**src/rtl/blit_pkg.sv**
```systemverilog
// Shared constants, FSM state encoding and pipeline tag type for the sprite blitter.
package blit_pkg;

  localparam int FB_W             = 640;
  localparam int FB_H             = 480;
  localparam int FB_WORDS_PER_ROW = FB_W / 2;

  localparam int BIKE_W_WORDS  = 16;
  localparam int BIKE_H        = 32;
  localparam int TRAIL_W_WORDS = 2;
  localparam int TRAIL_H       = 4;

  typedef enum logic [1:0] {
    IDLE,
    RUN,
    DRAIN,
    DONE
  } blit_state_t;

  // Position of one word inside the sprite, travelling alongside its RAM read.
  typedef struct packed {
    logic       valid;
    logic [4:0] row;
    logic [3:0] col;
  } blit_tag_t;

endpackage

```
**src/rtl/sprite_blitter_if.sv**
```systemverilog
// Draw-request, sprite-RAM read and frame-buffer write signals of the sprite blitter.
interface sprite_blitter_if;

  logic        start;
  logic [9:0]  pos_x;
  logic [8:0]  pos_y;
  logic [4:0]  spr_w_words;
  logic [5:0]  spr_h;
  logic        busy;
  logic        done;
  logic [19:0] spr_read_address;
  logic [15:0] spr_data;
  logic [18:0] fb_write_address;
  logic [15:0] fb_data;
  logic        fb_we;

  // master: game logic plus the sprite RAM data return; slave: the blitter.
  modport master (
    output start, pos_x, pos_y, spr_w_words, spr_h, spr_data,
    input  busy, done, spr_read_address, fb_write_address, fb_data, fb_we
  );

  modport slave (
    input  start, pos_x, pos_y, spr_w_words, spr_h, spr_data,
    output busy, done, spr_read_address, fb_write_address, fb_data, fb_we
  );

endinterface

```
**src/rtl/fb_addr_gen.sv**
```systemverilog
// Frame-buffer word address y*320 + xw in 19 bits; with BLIT_CLIP_EN defined it
// also flags words that fall outside the screen.
module fb_addr_gen
`ifdef BLIT_CLIP_EN
#(
  parameter int FB_W = blit_pkg::FB_W,
  parameter int FB_H = blit_pkg::FB_H
)
`endif
(
  input  logic [9:0]  y,
  input  logic [9:0]  xw,
  output logic [18:0] addr
`ifdef BLIT_CLIP_EN
  ,
  output logic        clip
`endif
);

  logic [18:0] y_ext;

  assign y_ext = 19'(y);
  // 320 = 256 + 64, so the multiply reduces to two shifts and an add.
  assign addr  = (y_ext << 8) + (y_ext << 6) + 19'(xw);

`ifdef BLIT_CLIP_EN
  assign clip = (int'({xw, 1'b0}) >= FB_W) || (int'(y) >= FB_H);
`endif

endmodule

```
**src/rtl/sprite_blitter.sv**
```systemverilog
// Copies a w x h word sprite from sprite RAM into the frame buffer, one word per clock.
// Optional feature macro: BLIT_CLIP_EN (suppresses writes that fall off-screen).
module sprite_blitter
  import blit_pkg::blit_state_t, blit_pkg::blit_tag_t,
         blit_pkg::IDLE, blit_pkg::RUN, blit_pkg::DRAIN, blit_pkg::DONE,
         blit_pkg::BIKE_W_WORDS, blit_pkg::BIKE_H;
#(
  parameter int SPR_MAX_W_WORDS = BIKE_W_WORDS,
  parameter int SPR_MAX_H       = BIKE_H,
  parameter int FB_W            = blit_pkg::FB_W,
  parameter int FB_H            = blit_pkg::FB_H
) (
  input logic             Clk,
  input logic             Reset,
  sprite_blitter_if.slave bus
);

  blit_state_t state, state_next;
  logic        accept;
  logic        zero_size;
  logic        last;
  logic        drain_cnt;

  logic [9:0]  x_lat;
  logic [8:0]  y_lat;
  logic [4:0]  w_lat;
  logic [5:0]  h_lat;
  logic [19:0] rd_addr;
  blit_tag_t   s0, s1;

  logic [9:0]  y_c, xw_c;
  logic [18:0] wr_addr;
  logic        wr_en;

  assign zero_size = (bus.spr_w_words == 5'd0) || (bus.spr_h == 6'd0);
  assign last      = ({1'b0, s0.col} == w_lat - 5'd1) && ({1'b0, s0.row} == h_lat - 6'd1);
  assign bus.spr_read_address = rd_addr;

  always_ff @(posedge Clk) begin
    if (Reset) state <= IDLE;
    else       state <= state_next;
  end

  always_comb begin
    // NOTE: every output gets a default before the case so no path infers a latch.
    state_next = state;
    accept     = 1'b0;
    bus.busy   = (state != IDLE);
    bus.done   = (state == DONE);
    case (state)
      IDLE: if (bus.start) begin
        accept     = 1'b1;
        state_next = zero_size ? DONE : RUN;
      end
      RUN:     if (last) state_next = DRAIN;
      DRAIN:   if (drain_cnt) state_next = DONE;
      DONE:    state_next = IDLE;
      default: state_next = IDLE;
    endcase
  end

  assign y_c  = 10'(y_lat) + 10'(s1.row);
  assign xw_c = 10'(x_lat >> 1) + 10'(s1.col);

`ifdef BLIT_CLIP_EN
  logic clip;

  fb_addr_gen #(.FB_W(FB_W), .FB_H(FB_H)) u_addr (
    .y(y_c), .xw(xw_c), .addr(wr_addr), .clip(clip)
  );
  assign wr_en = s1.valid && !clip;
`else
  fb_addr_gen u_addr (.y(y_c), .xw(xw_c), .addr(wr_addr));
  assign wr_en = s1.valid;

  // Without clipping the caller owns placement; catch off-screen draws in simulation.
  always_ff @(posedge Clk) begin
    if (!Reset && accept && !zero_size)
      assert (int'(bus.pos_x >> 1) + int'(bus.spr_w_words) <= FB_W / 2 &&
              int'(bus.pos_y) + int'(bus.spr_h) <= FB_H);
  end
`endif

  always_ff @(posedge Clk) begin
    // NOTE: non-blocking assignments so every register samples pre-edge values.
    if (Reset) begin
      x_lat                <= '0;
      y_lat                <= '0;
      w_lat                <= '0;
      h_lat                <= '0;
      rd_addr              <= '0;
      s0                   <= '0;
      s1                   <= '0;
      drain_cnt            <= 1'b0;
      bus.fb_we            <= 1'b0;
      bus.fb_data          <= '0;
      bus.fb_write_address <= '0;
    end else begin
      if (accept) begin
        x_lat    <= bus.pos_x;
        y_lat    <= bus.pos_y;
        w_lat    <= (int'(bus.spr_w_words) > SPR_MAX_W_WORDS) ? 5'(SPR_MAX_W_WORDS) : bus.spr_w_words;
        h_lat    <= (int'(bus.spr_h) > SPR_MAX_H) ? 6'(SPR_MAX_H) : bus.spr_h;
        rd_addr  <= '0;
        s0.valid <= !zero_size;
        s0.row   <= '0;
        s0.col   <= '0;
      end else if (state == RUN) begin
        if (last) begin
          s0.valid <= 1'b0;
        end else begin
          rd_addr <= rd_addr + 20'd1;
          if ({1'b0, s0.col} == w_lat - 5'd1) begin
            s0.col <= '0;
            s0.row <= s0.row + 5'd1;
          end else begin
            s0.col <= s0.col + 4'd1;
          end
        end
      end
      drain_cnt            <= (state == DRAIN) && !drain_cnt;
      // Stage 1 lines up with the registered RAM read; stage 2 issues the write.
      s1                   <= s0;
      bus.fb_we            <= wr_en;
      bus.fb_data          <= bus.spr_data;
      bus.fb_write_address <= wr_addr;
    end
  end

endmodule

```
**src/flat_wrapper.sv**
```systemverilog
// flat-port wrapper written by rule: the top's interface ports become plain ports
module sprite_blitter_flat import blit_pkg::blit_state_t, blit_pkg::blit_tag_t,
         blit_pkg::IDLE, blit_pkg::RUN, blit_pkg::DRAIN, blit_pkg::DONE,
         blit_pkg::BIKE_W_WORDS, blit_pkg::BIKE_H;
#(
  parameter int SPR_MAX_W_WORDS = BIKE_W_WORDS,
  parameter int SPR_MAX_H       = BIKE_H,
  parameter int FB_W            = blit_pkg::FB_W,
  parameter int FB_H            = blit_pkg::FB_H
)
  (Clk, Reset, bus_start, bus_pos_x, bus_pos_y, bus_spr_w_words, bus_spr_h, bus_spr_data, bus_busy, bus_done, bus_spr_read_address, bus_fb_write_address, bus_fb_data, bus_fb_we);
  sprite_blitter_if bus_i ();
  input logic Clk;
  input logic Reset;
  input wire logic [$bits(bus_i.start)-1:0] bus_start;
  input wire logic [$bits(bus_i.pos_x)-1:0] bus_pos_x;
  input wire logic [$bits(bus_i.pos_y)-1:0] bus_pos_y;
  input wire logic [$bits(bus_i.spr_w_words)-1:0] bus_spr_w_words;
  input wire logic [$bits(bus_i.spr_h)-1:0] bus_spr_h;
  input wire logic [$bits(bus_i.spr_data)-1:0] bus_spr_data;
  output wire logic [$bits(bus_i.busy)-1:0] bus_busy;
  output wire logic [$bits(bus_i.done)-1:0] bus_done;
  output wire logic [$bits(bus_i.spr_read_address)-1:0] bus_spr_read_address;
  output wire logic [$bits(bus_i.fb_write_address)-1:0] bus_fb_write_address;
  output wire logic [$bits(bus_i.fb_data)-1:0] bus_fb_data;
  output wire logic [$bits(bus_i.fb_we)-1:0] bus_fb_we;
  assign bus_i.start = bus_start;
  assign bus_i.pos_x = bus_pos_x;
  assign bus_i.pos_y = bus_pos_y;
  assign bus_i.spr_w_words = bus_spr_w_words;
  assign bus_i.spr_h = bus_spr_h;
  assign bus_i.spr_data = bus_spr_data;
  assign bus_busy = bus_i.busy;
  assign bus_done = bus_i.done;
  assign bus_spr_read_address = bus_i.spr_read_address;
  assign bus_fb_write_address = bus_i.fb_write_address;
  assign bus_fb_data = bus_i.fb_data;
  assign bus_fb_we = bus_i.fb_we;
  sprite_blitter #(.SPR_MAX_W_WORDS(SPR_MAX_W_WORDS), .SPR_MAX_H(SPR_MAX_H), .FB_W(FB_W), .FB_H(FB_H)) u_core (.Clk(Clk), .Reset(Reset), .bus(bus_i));
endmodule
```
**config.mk**
```make
export PLATFORM = sky130hd
export DESIGN_NAME = sprite_blitter_flat
export DESIGN_NICKNAME = d
export VERILOG_FILES = /design/src/rtl/blit_pkg.sv /design/src/rtl/sprite_blitter_if.sv /design/src/rtl/fb_addr_gen.sv /design/src/rtl/sprite_blitter.sv /design/src/flat_wrapper.sv
export SDC_FILE = /design/constraint.sdc
export NUM_CORES = 1
export LEC_CHECK = 0
export ABC_AREA = 1
export ABC_CLOCK_PERIOD_IN_PS = 6580
export CAP_MARGIN = 20
export CORE_MARGIN = 8
export CORE_UTILIZATION = 50
export DETAILED_ROUTE_END_ITERATION = 12
export HOLD_SLACK_MARGIN = 0.15
export PLACE_DENSITY = 0.78
export RECOVER_POWER = 50
export SETUP_SLACK_MARGIN = 0.02
export SYNTH_ARGS = -nofsm -noshare
export SYNTH_HDL_FRONTEND = slang
export SYNTH_SLANG_ARGS = --single-unit
```
**constraint.sdc**
```tcl
create_clock -name Clk -period 6.58 [get_ports Clk]
set_clock_uncertainty 0.1 [all_clocks]
set_input_delay 1.974 -clock Clk [delete_from_list [all_inputs] [get_ports Clk]]
set_output_delay 1.974 -clock Clk [all_outputs]
set_load 0.02 [all_outputs]
```
=== Yosys cells after proc, flatten, opt, wreduce, memory -nomap -nowiden ===
Index checks and enable logic that the tools add are counted.

* Bits of input ports: 49
* Logic and storage cells: 67
* Flip-flop bits (word level): 109
* Output and inout bits: 58

* Equality and inequality tests: 8
* Add/sub/neg operators: 9
* Bitwise gates (word level): 1
* Order comparisons: 2
* Reductions and logical operators: 16
* Mux-type cells: 15

{| class="wikitable"
|+ Operator list
! kind !! number
|-
| adder 20 x 1 -> 20 bit, second input constant || 1
|-
| two-way mux 10 bit || 2
|-
| adder 18 x 16 -> 19 bit || 1
|-
| adder 19 x 10 -> 19 bit || 1
|-
| adder 9 x 4 -> 10 bit || 1
|-
| adder 9 x 5 -> 10 bit || 1
|-
| two-way mux 5 bit || 2
|-
| two-way mux 9 bit || 1
|-
| two-way mux 2 bit || 4
|-
| case mux 2 bit (4 select lines) || 1
|-
| equality test 5 x 6 -> 1 bit || 1
|-
| greater-than comparator 6 bit, second input constant || 1
|-
| logical NOT 6 bit || 1
|-
| two-way mux 6 bit || 1
|-
| AND reduction 3 bit || 2
|-
| nonzero test 2 bit || 3
|-
| subtractor 6 x 1 -> 6 bit, second input constant || 1
|-
| adder 5 x 1 -> 5 bit, second input constant || 1
|-
| equality test 4 x 5 -> 1 bit || 1
|-
| greater-than comparator 5 bit, second input constant || 1
|-
| logical NOT 5 bit || 1
|-
| subtractor 5 x 1 -> 5 bit, second input constant || 1
|-
| adder 4 x 1 -> 4 bit, second input constant || 1
|-
| equality test 2 bit, second input constant || 2
|-
| 12 further kinds || 18
|}

=== Depth between registers and ports, before layout ===
* Depth in word-level cells: 6
* Depth in mapped cells: 22
* Depth with buffers taken out: 22

=== Hierarchy ===
Synthesis repeated with hierarchy kept, for this count alone.

* Cell total of the unflattened synthesis: 756
* Area total of the unflattened synthesis: 5796.8 um^2

{| class="wikitable"
|+ Modules (own cells, without submodules)
! module !! seq. area each (um^2) !! area an instance (um^2) !! instances !! cells an instance
|-
| sprite_blitter || 2162.1 || 5027.3 || 1 || 630
|-
| fb_addr_gen || 0.0 || 769.5 || 1 || 126
|}

=== Least setup slack after synthesis ===
Ideal clock, no wire load.

* Kind: input -> register
* Start: in bus_start
* End: reg u_core.rd_addr[13] (netlist: u_core.bus.spr_read_address[13])
* Required time: 6409 ps
* Arrival: 2989 ps
* Path slack: 3419 ps
* Setup time: 71 ps
* Path buffers: 1
* Stages on the path: 6
* Cells stage by stage: nand2_1 > inv_1 > nor2_1 > clkinv_1 > clkbuf_1 > a21oi_1

* Longest elaborated chain between the ends: 3

{| class="wikitable"
|+ RTL lines
! item !! RTL line !! source
|-
| from (decl) || flat_wrapper.sv:15 || <nowiki>input wire logic [$bits(bus_i.start)-1:0] bus_start;</nowiki>
|-
| two-way mux 1 bit || sprite_blitter.sv:51 || <nowiki>IDLE: if (bus.start) begin</nowiki>
|-
| two-way mux 1 bit || sprite_blitter.sv:50 || <nowiki>case (state)</nowiki>
|-
| OR reduction 2 bit (no line) || - ||
|-
| to (signal assigned) || sprite_blitter.sv:112 || <nowiki>rd_addr <= rd_addr + 20'd1;</nowiki>
|-
| to (decl) || sprite_blitter.sv:28 || <nowiki>logic [19:0] rd_addr;</nowiki>
|}

Every way passes these cells.
A chain may end at the register's enable or synchronous reset.

=== Final worst setup path ===
* Start: in bus_start
* End: reg u_core.w_lat[2]

* Longest elaborated chain between the ends: 2

{| class="wikitable"
|+ RTL lines
! item !! RTL line !! source
|-
| two-way mux 1 bit || sprite_blitter.sv:51 ||
|-
| two-way mux 1 bit || sprite_blitter.sv:50 ||
|-
| to (signal assigned) || sprite_blitter.sv:102 || <nowiki>w_lat <= (int'(bus.spr_w_words) > SPR_MAX_W_WORDS) ? 5'(SPR_MAX_W_WORDS) : bus.spr_w_words;</nowiki>
|-
| to (decl) || sprite_blitter.sv:26 || <nowiki>logic [4:0] w_lat;</nowiki>
|}

Every way passes these cells.

==> results.md <==
* Routing usage on met3 at 5.63%
* Met1 GRT Util at 20.3%
* Final hold slack at 0.327 ns
* Critical path class: in2reg
* Achievable Freq at 0.189 GHz
* Synth top area share at 38.9%
* Most Used Layer, Global Route: met2
* Synthesized cell area at 0.00555 mm^2
* Final #Nets at 939
* TNS Setup at 0 ns
* Worst Path Buf+Inv at 5
* Crit path DAT at 5.47 ns
* Cts bufs inserted at 9
* Cts repair resizes at 0
* Grt total ovfl at 0
* Synth Instances at 746
* Clk Latency, worst-skew pair at 0.38 ns
* Final HPWL DP at 9900 um
* TritonCTS clock tree: done
* Worst Tran Pin Value at 1.00 ns
* Yosys warning count at 0
* Tcrit/Tclk final at 80.2%
* DRC Markers at 0
* # Post-CTS Setup Buffers at 0
* Post-synthesis sequential area ratio at 38.9%
* Routed length per placed instance at 13.3 um
* Final wirelength at 13200 um
* Final hold violation count at 0
* # diodes at 0
* Vias in the first global route at 5029
* GPL Wtd Cong at 0.848
* Starting Density at 51.2%
* Lkg Pwr at 3.14 nW
* Worst-path clk slew at 0.10 ns
* Antenna violations before repair at 0
* Clock Sinks at 108
* Vias at 5049
* # IOs at 107
* # setup viols final at 0
* Port bufs at 105
* Synth top area cells: dfxtp_1 39%, ha_1 9.0%, nand2_1 8.9%
* Pin count of the biggest net entering global routing at 40
* # fillers at 930
* Slew HR at 33.2%
* Setup crit end kind: flop
* Worst-path cell chain: dlygate4sd3_1, nand2_1, clkbuf_1, inv_1, nor2_1, clkinv_1, buf_4, o22ai_1
* Area leader, netlist: dfxtp_1
* All-layer global routing usage at 18.0%
* Root buffer cell: clkbuf_8
* Hold Path Class: reg2reg
* P&R area growth vs syn at 25.0%
* H-tree depth at 3
* Max Cap Viol at 0
* Fin. max-slew vios at 0
* Die Width at 121 um
* Post-Syn Area per Cell at 7.45 um^2
* CP Max Fanout at 27
* ANT nets after route at 0
* Crit-path slowest cell: clkbuf_1
* Clk buf depth at 2
* RSZ-0062 raised after global routing: false
* Share of layout cells above drive strength 1 at 5.76%
* DRT iter0 DRCs at 350
* Mapped Nets at 838
* CTS Hold Buffers Added at 0
* Power per Cell Area at 284 mW/mm^2
* Vias per cell at 5.09
* Die Height at 121 um
* Met2 usage at 30.1%
* Die area at 0.0147 mm^2
* Core area at 0.0108 mm^2
* Yosys cell types at 39
* Yosys reg bits at 108
* CP max stage delay at 0.71 ns
* Worst VDD drop at 0.000147 V
* First-pass iteration count of the detailed router at 5
* CP Data Required Time at 6.77 ns
* Family with the most delay on the worst path: buffers and inverters
* Global-route wire length before repair at 21900 um
* Run status: complete, no violations
* # rows at 38
* CP Launch Type: input port
* Final min period at 5.28 ns
[layer usage]
layer  vias up  share of wire [%]
li1       2581                  -
met1      2267                 42
met2       174                 46
met3        27                8.7
met4         0                2.5
met5         -                  0
[layout make-up]
type	instances	area [um^2]	area share (%)
Timing Repair Buffer	108	1070	15.4
Multi-Input combinational cell	519	2920	42.0
Inverter	101	382	5.50
Clock buffer	11	141	2.04
Sequential cell	108	2160	31.2
Tap cell	140	175	2.52
Clock inverter	4	97.6	1.41
[metrics by stage]
stage	instances	instance area [um^2]	setup slack, ns	power (W)	util [%]
detailed placement	976	6710	1.78	0.00151	61.9
global placement	976	6710	1.85	0.00148	61.9
finish	991	6940	1.30	0.00197	64.0
floorplan	746	5550	3.42	0.00130	-
global route	991	6940	1.05	0.00209	64.0
CTS	991	6950	2.14	0.00200	64.1
[sequential cells by signal, summed over array words and instances, names as in the netlist]
signal and cells:
u_core.bus.fb_data 16, u_core.bus.fb_we 1, u_core.bus.fb_write_address 19, u_core.bus.spr_read_address 20, u_core.drain_cnt 1, u_core.h_lat 6, u_core.s0 10, u_core.s1 9
u_core.state 2, u_core.w_lat 5, u_core.wr_en 1, u_core.x_lat 9, u_core.y_lat 9
[worst register-to-register path, delay by kind of cell, from the launching register on]
kind / cells / cell delay, ns
simple gates: 2 / 0.50
fa+ha+maj: 1 / 0.24
buf+inv: 5 / 2.38
compound gates: 1 / 0.16
flops: 1 / 0.37
[path summary, 6_finish.rpt]
kind / from / end / slack (ns) / cells past startpoint
worst min-delay path: u_core.wr_en / u_core.bus.fb_we / 0.33 / 2
worst max register to register: u_core.state[0] / u_core.w_lat[2] / 2.75 / 9
worst min register to register: u_core.wr_en / u_core.bus.fb_we / 0.33 / 2
worst max-delay path: bus_start / u_core.w_lat[2] / 1.30 / 8
[Yosys cell counts]
master	count
nand2_1	131
dfxtp_1	108
nor2_1	107
inv_1	97
a21oi_1	46
o21ai_0	44
ha_1	40
nand3_1	40
xor2_1	21
xnor2_1	14
nand2_2	13
a21oi_2	12
nor3_1	12
clkbuf_1	11
nand4_1	8
o22ai_1	7
a21o_1	4
buf_2	3
fa_1	3
a211oi_1	2
a21boi_0	2
inv_2	2
nor2_2	2
nor3b_1	2
a32o_1	1
buf_1	1
buf_4	1
buf_6	1
buf_8	1
clkinv_1	1
inv_4	1
nand2_4	1
nand3b_1	1
nor3_2	1
nor4_2	1
o21a_1	1
o21ai_1	1
o21bai_1	1
or2_2	1
[kinds of logic (layout without fill, tap and decap cells)]
logic type	count (synthesis)	count (layout)	synth area share [%]
buf+inv	119	224	8.56
simple gates	320	320	24.5
flops	108	108	38.9
compound gates	121	121	12.4
fa+ha+maj	43	43	10.1
xor+xnor	35	35	5.52
[cells in the final DEF (no fill, tap or decap), types with 4 or more instances in the layout]
cell type,Yosys,final
a21o_1,4,4
a21oi_1,46,46
a21oi_2,12,12
clkbuf_8,0,10
clkdlybuf4s50_1,0,58
dfxtp_1,108,108
dlygate4sd3_1,0,47
ha_1,40,40
inv_1,97,97
nand2_1,131,131
nand2_2,13,13
nand3_1,40,40
nand4_1,8,8
nor2_1,107,107
nor3_1,12,12
o21ai_0,44,44
o22ai_1,7,7
xnor2_1,14,14
xor2_1,21,21
[where the power goes]
part           switching [W]  total [W]  internal, W  leakage, nW
Sequential         0.0000475   0.000789     0.000741        0.884
Clock               0.000226   0.000487     0.000262        0.116
Combinational       0.000440   0.000696     0.000255         2.14
Power figures use the tool's default switching activity.
